[src/rtl/score_pkg.sv]
// rtl/score_pkg.sv - shared constants, state encoding and saturating add for score_arbiter
package score_pkg;
   localparam int NUM_SRC   = 4;
   localparam int PEND_W    = 2;
   localparam int SCORE_W   = 14;
   localparam int MAX_SCORE = 9999;

   localparam logic [14:0] MAX_SCORE_W = 15'(MAX_SCORE);
   localparam logic [13:0] MAX_SCORE_V = 14'(MAX_SCORE);

   // enemy, block, item, level clear
   localparam logic [SCORE_W-1:0] POINTS [NUM_SRC] = '{14'd10, 14'd50, 14'd100, 14'd500};

   typedef enum logic [1:0] {
      ST_IDLE  = 2'd0,
      ST_START = 2'd1,
      ST_WAIT  = 2'd2
   } state_t;

   function automatic logic [SCORE_W-1:0] sat_add(input logic [SCORE_W-1:0] a,
                                                  input logic [SCORE_W-1:0] b);
      logic [SCORE_W:0] w_sum;
      w_sum = {1'b0, a} + {1'b0, b};
      if (w_sum > MAX_SCORE_W)
         return MAX_SCORE_V;
      return w_sum[SCORE_W-1:0];
   endfunction
endpackage

[src/rtl/score_arbiter_rr_picker.sv]
// rtl/score_arbiter_rr_picker.sv - combinational round-robin winner search starting at i_ptr
module rr_picker
   import score_pkg::*;
#(
   parameter int N     = NUM_SRC,
   parameter int IDX_W = $clog2(N)
) (
   input  logic [N-1:0]     i_req,
   input  logic [IDX_W-1:0] i_ptr,
   output logic [IDX_W-1:0] o_winner,
   output logic             o_valid
);
   logic [IDX_W-1:0] w_idx;

   always_comb begin
      o_winner = '0;
      o_valid  = 1'b0;
      w_idx    = '0;
      // scan from the far end so the source nearest i_ptr is assigned last and wins
      for (int k = N - 1; k >= 0; k--) begin
         w_idx = IDX_W'((int'(i_ptr) + k) % N);
         if (i_req[w_idx]) begin
            o_winner = w_idx;
            o_valid  = 1'b1;
         end
      end
   end
endmodule

[src/rtl/score_arbiter.sv]
// rtl/score_arbiter.sv - round-robin score award arbiter with saturating score and BCD start/done sequencing
module score_arbiter
   import score_pkg::*;
(
   input  logic               clk,
   input  logic               reset,
   input  logic [NUM_SRC-1:0] award_req,
   input  logic               clear,
   input  logic               game_over,
   input  logic               bcd_done,
   output logic               bcd_start,
   output logic [SCORE_W-1:0] bcd_in,
   output logic [SCORE_W-1:0] score,
   output logic [SCORE_W-1:0] high_score,
   output logic               busy,
   output logic [NUM_SRC-1:0] award_drop
);
   localparam int IDX_W = $clog2(NUM_SRC);
   localparam logic [PEND_W-1:0] PEND_MAX = '1;

   state_t             r_state, w_next;
   logic [NUM_SRC-1:0] r_req, r_drop;
   logic [NUM_SRC-1:0] w_event, w_dec, w_drop, w_pend_nz;
   logic [PEND_W-1:0]  r_pend [NUM_SRC];
   logic [IDX_W-1:0]   r_rr_ptr, w_winner;
   logic               w_valid, w_grant;
   logic [SCORE_W-1:0] r_score, r_high, r_bcd_in, w_score_nxt;
   logic               r_redo;

   assign w_event = award_req & ~r_req;

   always_comb begin
      w_pend_nz = '0;
      for (int i = 0; i < NUM_SRC; i++)
         w_pend_nz[i] = |r_pend[i];
   end

   rr_picker #(.N(NUM_SRC), .IDX_W(IDX_W)) u_rr_picker (
      .i_req    (w_pend_nz),
      .i_ptr    (r_rr_ptr),
      .o_winner (w_winner),
      .o_valid  (w_valid)
   );

   // clear outranks a grant; the pending backlog is wiped in the same cycle
   assign w_grant     = (r_state == ST_IDLE) && w_valid && !clear;
   assign w_score_nxt = clear   ? '0 :
                        w_grant ? sat_add(r_score, POINTS[w_winner]) : r_score;

   always_comb begin
      w_dec  = '0;
      w_drop = '0;
      if (w_grant)
         w_dec[w_winner] = 1'b1;
      for (int i = 0; i < NUM_SRC; i++)
         w_drop[i] = w_event[i] && (r_pend[i] == PEND_MAX) && !w_dec[i] && !clear;
   end

   always_ff @(posedge clk or negedge reset) begin
      if (!reset)
         r_state <= ST_IDLE;
      else
         r_state <= w_next;
   end

   // a done that coincides with clear still needs a fresh conversion of the cleared score
   always_comb begin
      w_next = r_state;
      case (r_state)
         ST_IDLE:  if (clear || w_grant) w_next = ST_START;
         ST_START: if (!clear) w_next = ST_WAIT;
         ST_WAIT:  if (bcd_done) w_next = (r_redo || clear) ? ST_START : ST_IDLE;
         default:  w_next = ST_IDLE;
      endcase
   end

   always_comb begin
      bcd_start = (r_state == ST_START);
      busy      = (r_state != ST_IDLE) || (|w_pend_nz);
   end

   always_ff @(posedge clk or negedge reset) begin
      if (!reset) begin
         for (int i = 0; i < NUM_SRC; i++)
            r_pend[i] <= '0;
      end else begin
         for (int i = 0; i < NUM_SRC; i++) begin
            if (clear)
               r_pend[i] <= '0;
            else if (w_event[i] && !w_dec[i] && (r_pend[i] != PEND_MAX))
               r_pend[i] <= r_pend[i] + PEND_W'(1);
            else if (w_dec[i] && !w_event[i])
               r_pend[i] <= r_pend[i] - PEND_W'(1);
         end
      end
   end

   always_ff @(posedge clk or negedge reset) begin
      if (!reset) begin
         r_req    <= '0;
         r_drop   <= '0;
         r_score  <= '0;
         r_high   <= '0;
         r_bcd_in <= '0;
         r_rr_ptr <= '0;
         r_redo   <= 1'b0;
      end else begin
         r_req   <= award_req;
         r_drop  <= w_drop;
         r_score <= w_score_nxt;
         if (game_over && (r_score > r_high))
            r_high <= r_score;
         // loaded on entry so the value is already valid while bcd_start is high
         if (w_next == ST_START)
            r_bcd_in <= w_score_nxt;
         if (w_grant)
            r_rr_ptr <= (w_winner == IDX_W'(NUM_SRC - 1)) ? '0 : w_winner + IDX_W'(1);
         if (r_state == ST_WAIT) begin
            if (bcd_done)
               r_redo <= 1'b0;
            else if (clear)
               r_redo <= 1'b1;
         end
      end
   end

   assign score      = r_score;
   assign high_score = r_high;
   assign bcd_in     = r_bcd_in;
   assign award_drop = r_drop;
endmodule
[config.mk]
export PLATFORM = sky130hd
export DESIGN_NAME = score_arbiter
export DESIGN_NICKNAME = d
export VERILOG_FILES = /design/src/rtl/score_pkg.sv /design/src/rtl/score_arbiter_rr_picker.sv /design/src/rtl/score_arbiter.sv
export SDC_FILE = /design/constraint.sdc
export NUM_CORES = 1
export LEC_CHECK = 0
export ABC_CLOCK_PERIOD_IN_PS = 5600
export CAP_MARGIN = 10
export CORE_UTILIZATION = 59
export CTS_BUF_LIST = sky130_fd_sc_hd__clkbuf_4 sky130_fd_sc_hd__clkbuf_8 sky130_fd_sc_hd__clkbuf_16
export DETAILED_ROUTE_END_ITERATION = 6
export PLACE_DENSITY_LB_ADDON = 0.12
export SYNTH_ARGS = -nofsm -noshare
export SYNTH_HDL_FRONTEND = slang
export SYNTH_SLANG_ARGS = --single-unit
[constraint.sdc]
create_clock -name clk -period 5.6 [get_ports clk]
set_input_delay 1.4 -clock clk [delete_from_list [all_inputs] [get_ports clk]]
set_output_delay 1.4 -clock clk [all_outputs]
set_load 0.01 [all_outputs]
==> metrics.txt, run 1 <==
status=complete, no violations; startpoint types=flip-flop; DR WL/cell=16.7 um; Worst VDD drop=0.340 mV; Avg Cell Area, Syn=9.71 sq um; mapped cell area=0.00387 sq mm; worst-path fanout max=8; HPWL after DPL=6580 um; CTS tree=built; Seq. cell area=0.00158 sq mm; post-synthesis net count=435; worst-margin pin slew=0.808 ns; critical path's slowest cell=a211oi_1; worst setup path class=reg2reg; layout cells sized above 1=13.0%; pin count of the biggest net entering global routing=44; Max Clk Rate=0.216 GHz; area share of the largest cell type after synthesis=40.7%; worst clock skew=0.00541 ns; Root Buffer=clkbuf_8; Setup violations, final=0; synth-to-layout area growth=21.1%; grt ovf=0; Post-synth top cells=dfrtp_1 (63), a21oi_1 (35), nand2_1 (35), nor2_1 (31), inv_1 (29); total die area=0.00689 sq mm; DRT Wirelength=9020 um; Clock Sink Count=63; Tmin final=4.62 ns; Post-CTS Setup Bufs=0; Core Box Area=0.00635 sq mm; worst hold path type=reg2reg; critical path required time=5.83 ns; vias in the first global route=3096; Avg Vias per Cell=5.99; row count=29; cts hold-fix bufs=0; static leakage=2.12 nW; DR pass1 iterations=4; clk buf depth=2; Ant. Diodes=0; synth top area cells=dfrtp_1 (41%), ha_1 (8.4%), a21oi_1 (4.5%), mux2_2 (4.4%), nand2_1 (3.4%); Comb pwr share=54.9%; design area=0.00469 sq mm; fin crit share=82.5%; Clk pwr share=16.8%; clock slew at reported path FFs=0.07 ns; die height=83.0 um; DRT iter0 DRCs=213; Slew HR=45.9%; Max Slew Vio Count=0; Cell Int Power=1.38 mW; TritonCTS Buffers=9; post-cts resize count=0; total of max-cap violations=0; Placer Congestion=0.865; fillers=466; first-pass GRT wire length=15300 um; fin cells=539; crit path DAT=4.85 ns; vias=3228; worst-skew pair later-pin latency=0.34 ns; Mapped Cells=399; Cell Chain, Critical Path=o21ai_0, o21ai_0, a211oi_1, inv_1, ha_1, inv_1, ha_1, and2_1, and3_1, a211oi_1, a32oi_1, a31o_2, o31ai_4, nand3_2, a32o_1; Die X-Extent=83.0 um; IO Pins=57; largest area contributor in the netlist=dfrtp_1; count leader, synth=dfrtp_1; commonest register cell after synthesis=dfrtp_1; r2r setup slk=0.98 ns; sw frac=43.6%; Antenna Nets Post-Route=0; Crit. End Element=flip-flop; Async S/R FF share, synth=100%; Worst Slack Setup Final=0.980 ns; cell count after placement=524; H-tree depth=3; Starting Density=61.0%; Tot GR Track Use=28.1%; synth warn=0; post-route setup TNS=0 ns; FF+latch count, synth=63; Hold Fails Final Rpt=0; area of the multi-input gates=0.00212 sq mm; Pwr Total=2.45 mW; number of enable flip-flop cells after synthesis=0; register share of total power=28.3%; post-synthesis cell type count=65; DP Worst Slack=1.09 ns; Psw=1.07 mW; RSZ-0062 raised after global routing=no; initial antenna violation count=0; Post-DP Area=0.00449 sq mm; DRC Markers=0; register area share after synthesis=40.7%; slowest stage delay, CP=0.70 ns; fin nets=494; pwr dens=522 mW/mm^2; # port buffers=56
## critical path, delay by kind of cell (launching register included)
| kind | cells | cell delay (ns) |
|---|---|---|
| DFF | 1 | 0.44 |
| AOI/OAI and AO/OA | 8 | 2.60 |
| and+or+nand+nor | 3 | 0.57 |
| adders and majority gates | 2 | 0.61 |
| buffers and inverters | 2 | 0.28 |
## metrics by stage
stage               hold WS (ns)  util, %
finish                     0.484     73.9
detailed placement         0.473     70.7
global route               0.508     73.9
floorplan                  0.492        -
CTS                        0.489     73.9
global placement           0.461     70.7
## power by group through the flow
stage	sequential [mW]	combinational, mW	clock [mW]
2_1_floorplan	0.696	0.920	0
3_3_place_gp	0.693	1.30	0
3_5_place_dp	0.699	1.32	0
4_1_cts	0.692	1.34	0.417
5_1_grt	0.712	1.49	0.435
6_report	0.693	1.34	0.412
## cell type report
type	instances	share of cell area, %
clock buffer	12	3.39
clock inverter	3	0.907
inverter	29	2.32
multi-input combinational	295	45.2
sequential	63	33.6
tap	77	2.05
timing repair buffer	60	12.5
## logic make-up (layout without fill, tap and decap cells)
family | after synthesis | in the layout | share of synthesized area (%)
and+or+nand+nor | 128 | 128 | 16.5
AOI/OAI and AO/OA | 111 | 111 | 21.5
DFF | 63 | 63 | 40.7
buffers and inverters | 41 | 104 | 4.62
adders and majority gates | 27 | 27 | 8.92
muxes | 19 | 19 | 5.52
xor gates and xnor gates | 10 | 10 | 2.26
## metal layers
| metal | track usage, % | wire length [um] | up-vias |
|---|---|---|---|
| met5 | 0 | 0 | - |
| met4 | 11.8 | 187 | 0 |
| met3 | 5.86 | 515 | 15 |
| met2 | 42.3 | 4200 | 91 |
| met1 | 39.7 | 4120 | 1560 |
| li1 | - | - | 1562 |
## worst paths after layout
path                            from            end  depth (start not counted)
min in group asynchronous      reset  high_score[3]                          1
max                        r_pend[7]      bcd_in[7]                         15
max reg2reg                r_pend[7]      bcd_in[7]                         15
max in group asynchronous      reset      bcd_in[0]                          2
min reg2reg                bcd_in[1]      bcd_in[1]                          2
min                        bcd_in[1]      bcd_in[1]                          2
## cell usage in the layout, fill, tap and decap left out, drive strengths merged, types with 2 or more instances in the layout
cell and n:
o21a 5, o2111ai 3, and4 2, xnor2 6, nand4 5, and3 3, buf 5, mux2 16
a21oi 36, a22oi 2, nor2 31, a31oi 2, clkdlybuf4s50 55, nor3 19, nand2 35, mux2i 3
or2 3, a311oi 2, a211oi 6, inv 29, dfrtp 63, o31ai 7, o41ai 5, nor4bb 2
clkbuf 12, o21ai 16, a21o 12, nand2b 5, ha 26, o211ai 5, xor2 4, nor2b 7
nand3 9, and2 3
## registers in the layout (all words and copies together) (netlist names)
| register | flops |
|---|---|
| bcd_in | 14 |
| r_pend | 8 |
| r_req | 4 |
| score | 14 |
| r_redo | 1 |
| r_rr_ptr | 2 |
| award_drop | 4 |
| r_state | 2 |
| high_score | 14 |
No activity file was read; power rests on OpenSTA's default activity.
==> inputs of run 2 (changes only) <==
--- a/config.mk
+++ b/config.mk
@@ -5,9 +5,9 @@
 export SDC_FILE = /design/constraint.sdc
 export NUM_CORES = 1
 export LEC_CHECK = 0
-export ABC_CLOCK_PERIOD_IN_PS = 5600
+export ABC_CLOCK_PERIOD_IN_PS = 4500
 export CAP_MARGIN = 10
-export CORE_UTILIZATION = 59
+export CORE_UTILIZATION = 55
 export CTS_BUF_LIST = sky130_fd_sc_hd__clkbuf_4 sky130_fd_sc_hd__clkbuf_8 sky130_fd_sc_hd__clkbuf_16
 export DETAILED_ROUTE_END_ITERATION = 6
 export PLACE_DENSITY_LB_ADDON = 0.12
==> constraint.sdc (replaced) <==
create_clock -name clk -period 4.5 [get_ports clk]
set_input_delay 1.125 -clock clk [delete_from_list [all_inputs] [get_ports clk]]
set_output_delay 1.125 -clock clk [all_outputs]
set_load 0.01 [all_outputs]
==> metrics.txt, run 2 (synthesis results as in run 1) <==
Cell Int Power=1.70 mW (+23%); total die area=0.00738 sq mm (+7.1%); Slew HR=28.9% (-17 points); total of max-cap violations=0 (unchanged); Post-CTS Setup Bufs=0 (unchanged); Core Util, Final=69.6% (-4.3 points); critical path required time=4.75 ns (-1.08 ns); Max Clk Rate=0.247 GHz (+14%); Worst VDD drop=0.345 mV (+1.3%); static leakage=2.12 nW (about the same); layout cells sized above 1=13.8% (+0.81 points); vias=3283 (+1.7%); HPWL after DPL=6800 um (+3.3%); Starting Density=57.0% (-4.0 points); worst-skew pair later-pin latency=0.36 ns (+0.02 ns); DR pass1 iterations=5 (+1); Tmin final=4.05 ns (-0.566 ns); clk buf depth=2 (unchanged); register share of total power=28.6% (+0.3 points); DRT iter0 DRCs=153 (-28%); Crit. End Element=flip-flop; Placer Congestion=0.906 (+4.7%); DRT Wirelength=9220 um (+2.2%); first-pass GRT wire length=15500 um (+1.6%); H-tree depth=3 (unchanged); Root Buffer=clkbuf_8; Avg Vias per Cell=5.86 (-2.1%); DP Worst Slack=0.345 ns (-0.741 ns); status=complete, no violations; commonest cells after routing, fill and taps aside=dfrtp_1 (63), clkdlybuf4s50_1 (55), nand2_1 (35); die height=85.9 um (+3.5%); post-route setup TNS=0 ns (unchanged); vias in the first global route=3225 (+4.2%); most common cell after layout, fill and taps aside=dfrtp_1; TritonCTS Buffers=9 (unchanged); Comb pwr share=55.1% (+0.2 points); crit path DAT=4.30 ns (-0.55 ns); Clock Sink Count=63 (unchanged); worst setup path class=reg2reg; IO Pins=57 (unchanged); Tot GR Track Use=27.3% (-0.84 points); worst-margin pin slew=1.07 ns (+0.259 ns); initial antenna violation count=0 (unchanged); worst-path fanout max=8 (unchanged); cts hold-fix bufs=0 (unchanged); pwr dens=646 mW/mm^2 (+24%); Max Slew Vio Count=0 (unchanged); row count=30 (+3.4%); pin count of the biggest net entering global routing=44 (unchanged); Clk pwr share=16.4% (-0.4 points); DRC Markers=0 (unchanged); Setup violations, final=0 (unchanged); sw frac=44.3% (+0.77 points); Core Box Area=0.00679 sq mm (+7.0%); worst clock skew=0.0118 ns (+0.00635 ns); fin crit share=90.1% (+7.6 points); Hold Fails Final Rpt=0 (unchanged); RSZ-0062 raised after global routing=no; grt ovf=0 (unchanged); synth-to-layout area growth=22.0%; fin nets=495 (+0.20%); startpoint types=flip-flop; Worst Slack Setup Final=0.446 ns (-0.534 ns); clock slew at reported path FFs=0.08 ns (about the same); Antenna Nets Post-Route=0 (unchanged); # port buffers=56 (unchanged); CTS tree=built; DR WL/cell=16.5 um (-1.6%); Ant. Diodes=0 (unchanged); Die X-Extent=85.9 um (+3.5%); worst hold path type=reg2reg; Psw=1.35 mW (+27%)
run 2: critical path, stage by stage (launching register included):
cell and delay (ns):
dfrtp_1 0.44, o21ai_0 0.22, nand2_1 0.08, a21o_1 0.18
a21oi_1 0.19, inv_1 0.14, ha_1 0.22, inv_1 0.07
fa_1 0.22, and4bb_1 0.22, a311oi_4 0.41, mux2_2 0.38
a22oi_1 0.22, a311oi_2 0.09, o31ai_4 0.40, nand3_2 0.20
a32o_1 0.27
run 2: cell type report:
| type | count | area, sq um |
|---|---|---|
| Inverter | 29 | 109 |
| Clock buffer | 9 | 124 |
| Fill cell | 565 | 2070 |
| Tap cell | 96 | 120 |
| Multi-Input combinational cell | 295 | 2130 |
| Clock inverter | 7 | 72.6 |
| Timing Repair Buffer | 61 | 593 |
| Sequential cell | 63 | 1580 |
run 2: repair_timing:
item / 4_1_cts / 5_1_grt
endpoints found under the setup margin: 0 / 1
resized for setup: 0 / 1
hold endpoints to repair: 0 / 0
run 2: power by group through the flow:
stage | sequential (mW) | combinational, mW | clock (mW)
floorplan | 0.866 | 1.14 | 0
global placement | 0.871 | 1.63 | 0
detailed placement | 0.877 | 1.67 | 0
CTS | 0.869 | 1.68 | 0.506
global route | 0.893 | 1.87 | 0.525
finish | 0.872 | 1.68 | 0.500
run 2: path summary, 6_finish.rpt:
kind | cells after the start | slack (ns) | start | end
setup / recovery | 16 | 0.45 | r_pend[7] | bcd_in[7]
hold / removal | 2 | 0.48 | bcd_in[1] | bcd_in[1]
setup reg to reg | 16 | 0.45 | r_pend[7] | bcd_in[7]
hold reg to reg | 2 | 0.48 | bcd_in[1] | bcd_in[1]
max in group asynchronous | 2 | 2.74 | reset | r_req[0]
min in group asynchronous | 1 | 0.91 | reset | high_score[5]
run 2: layer usage:
layer / up-vias / track usage (%) / share of wire, %
met3: 30 / 5.87 / 4.9
met5: - / 0 / 0
li1: 1566 / - / -
met2: 95 / 45.0 / 49
met1: 1592 / 35.1 / 44
met4: 0 / 10.8 / 2.5
run 2: through the flow:
step	instance area (sq um)	hold WS (ns)	power, mW	cells
after floorplan	3870	0.492	2.01	399
after CTS	4720	0.482	3.05	560
final	4730	0.484	3.05	560
after detailed placement	4520	0.465	2.55	544
after global routing	4730	0.514	3.29	560
after global placement	4520	0.462	2.50	544
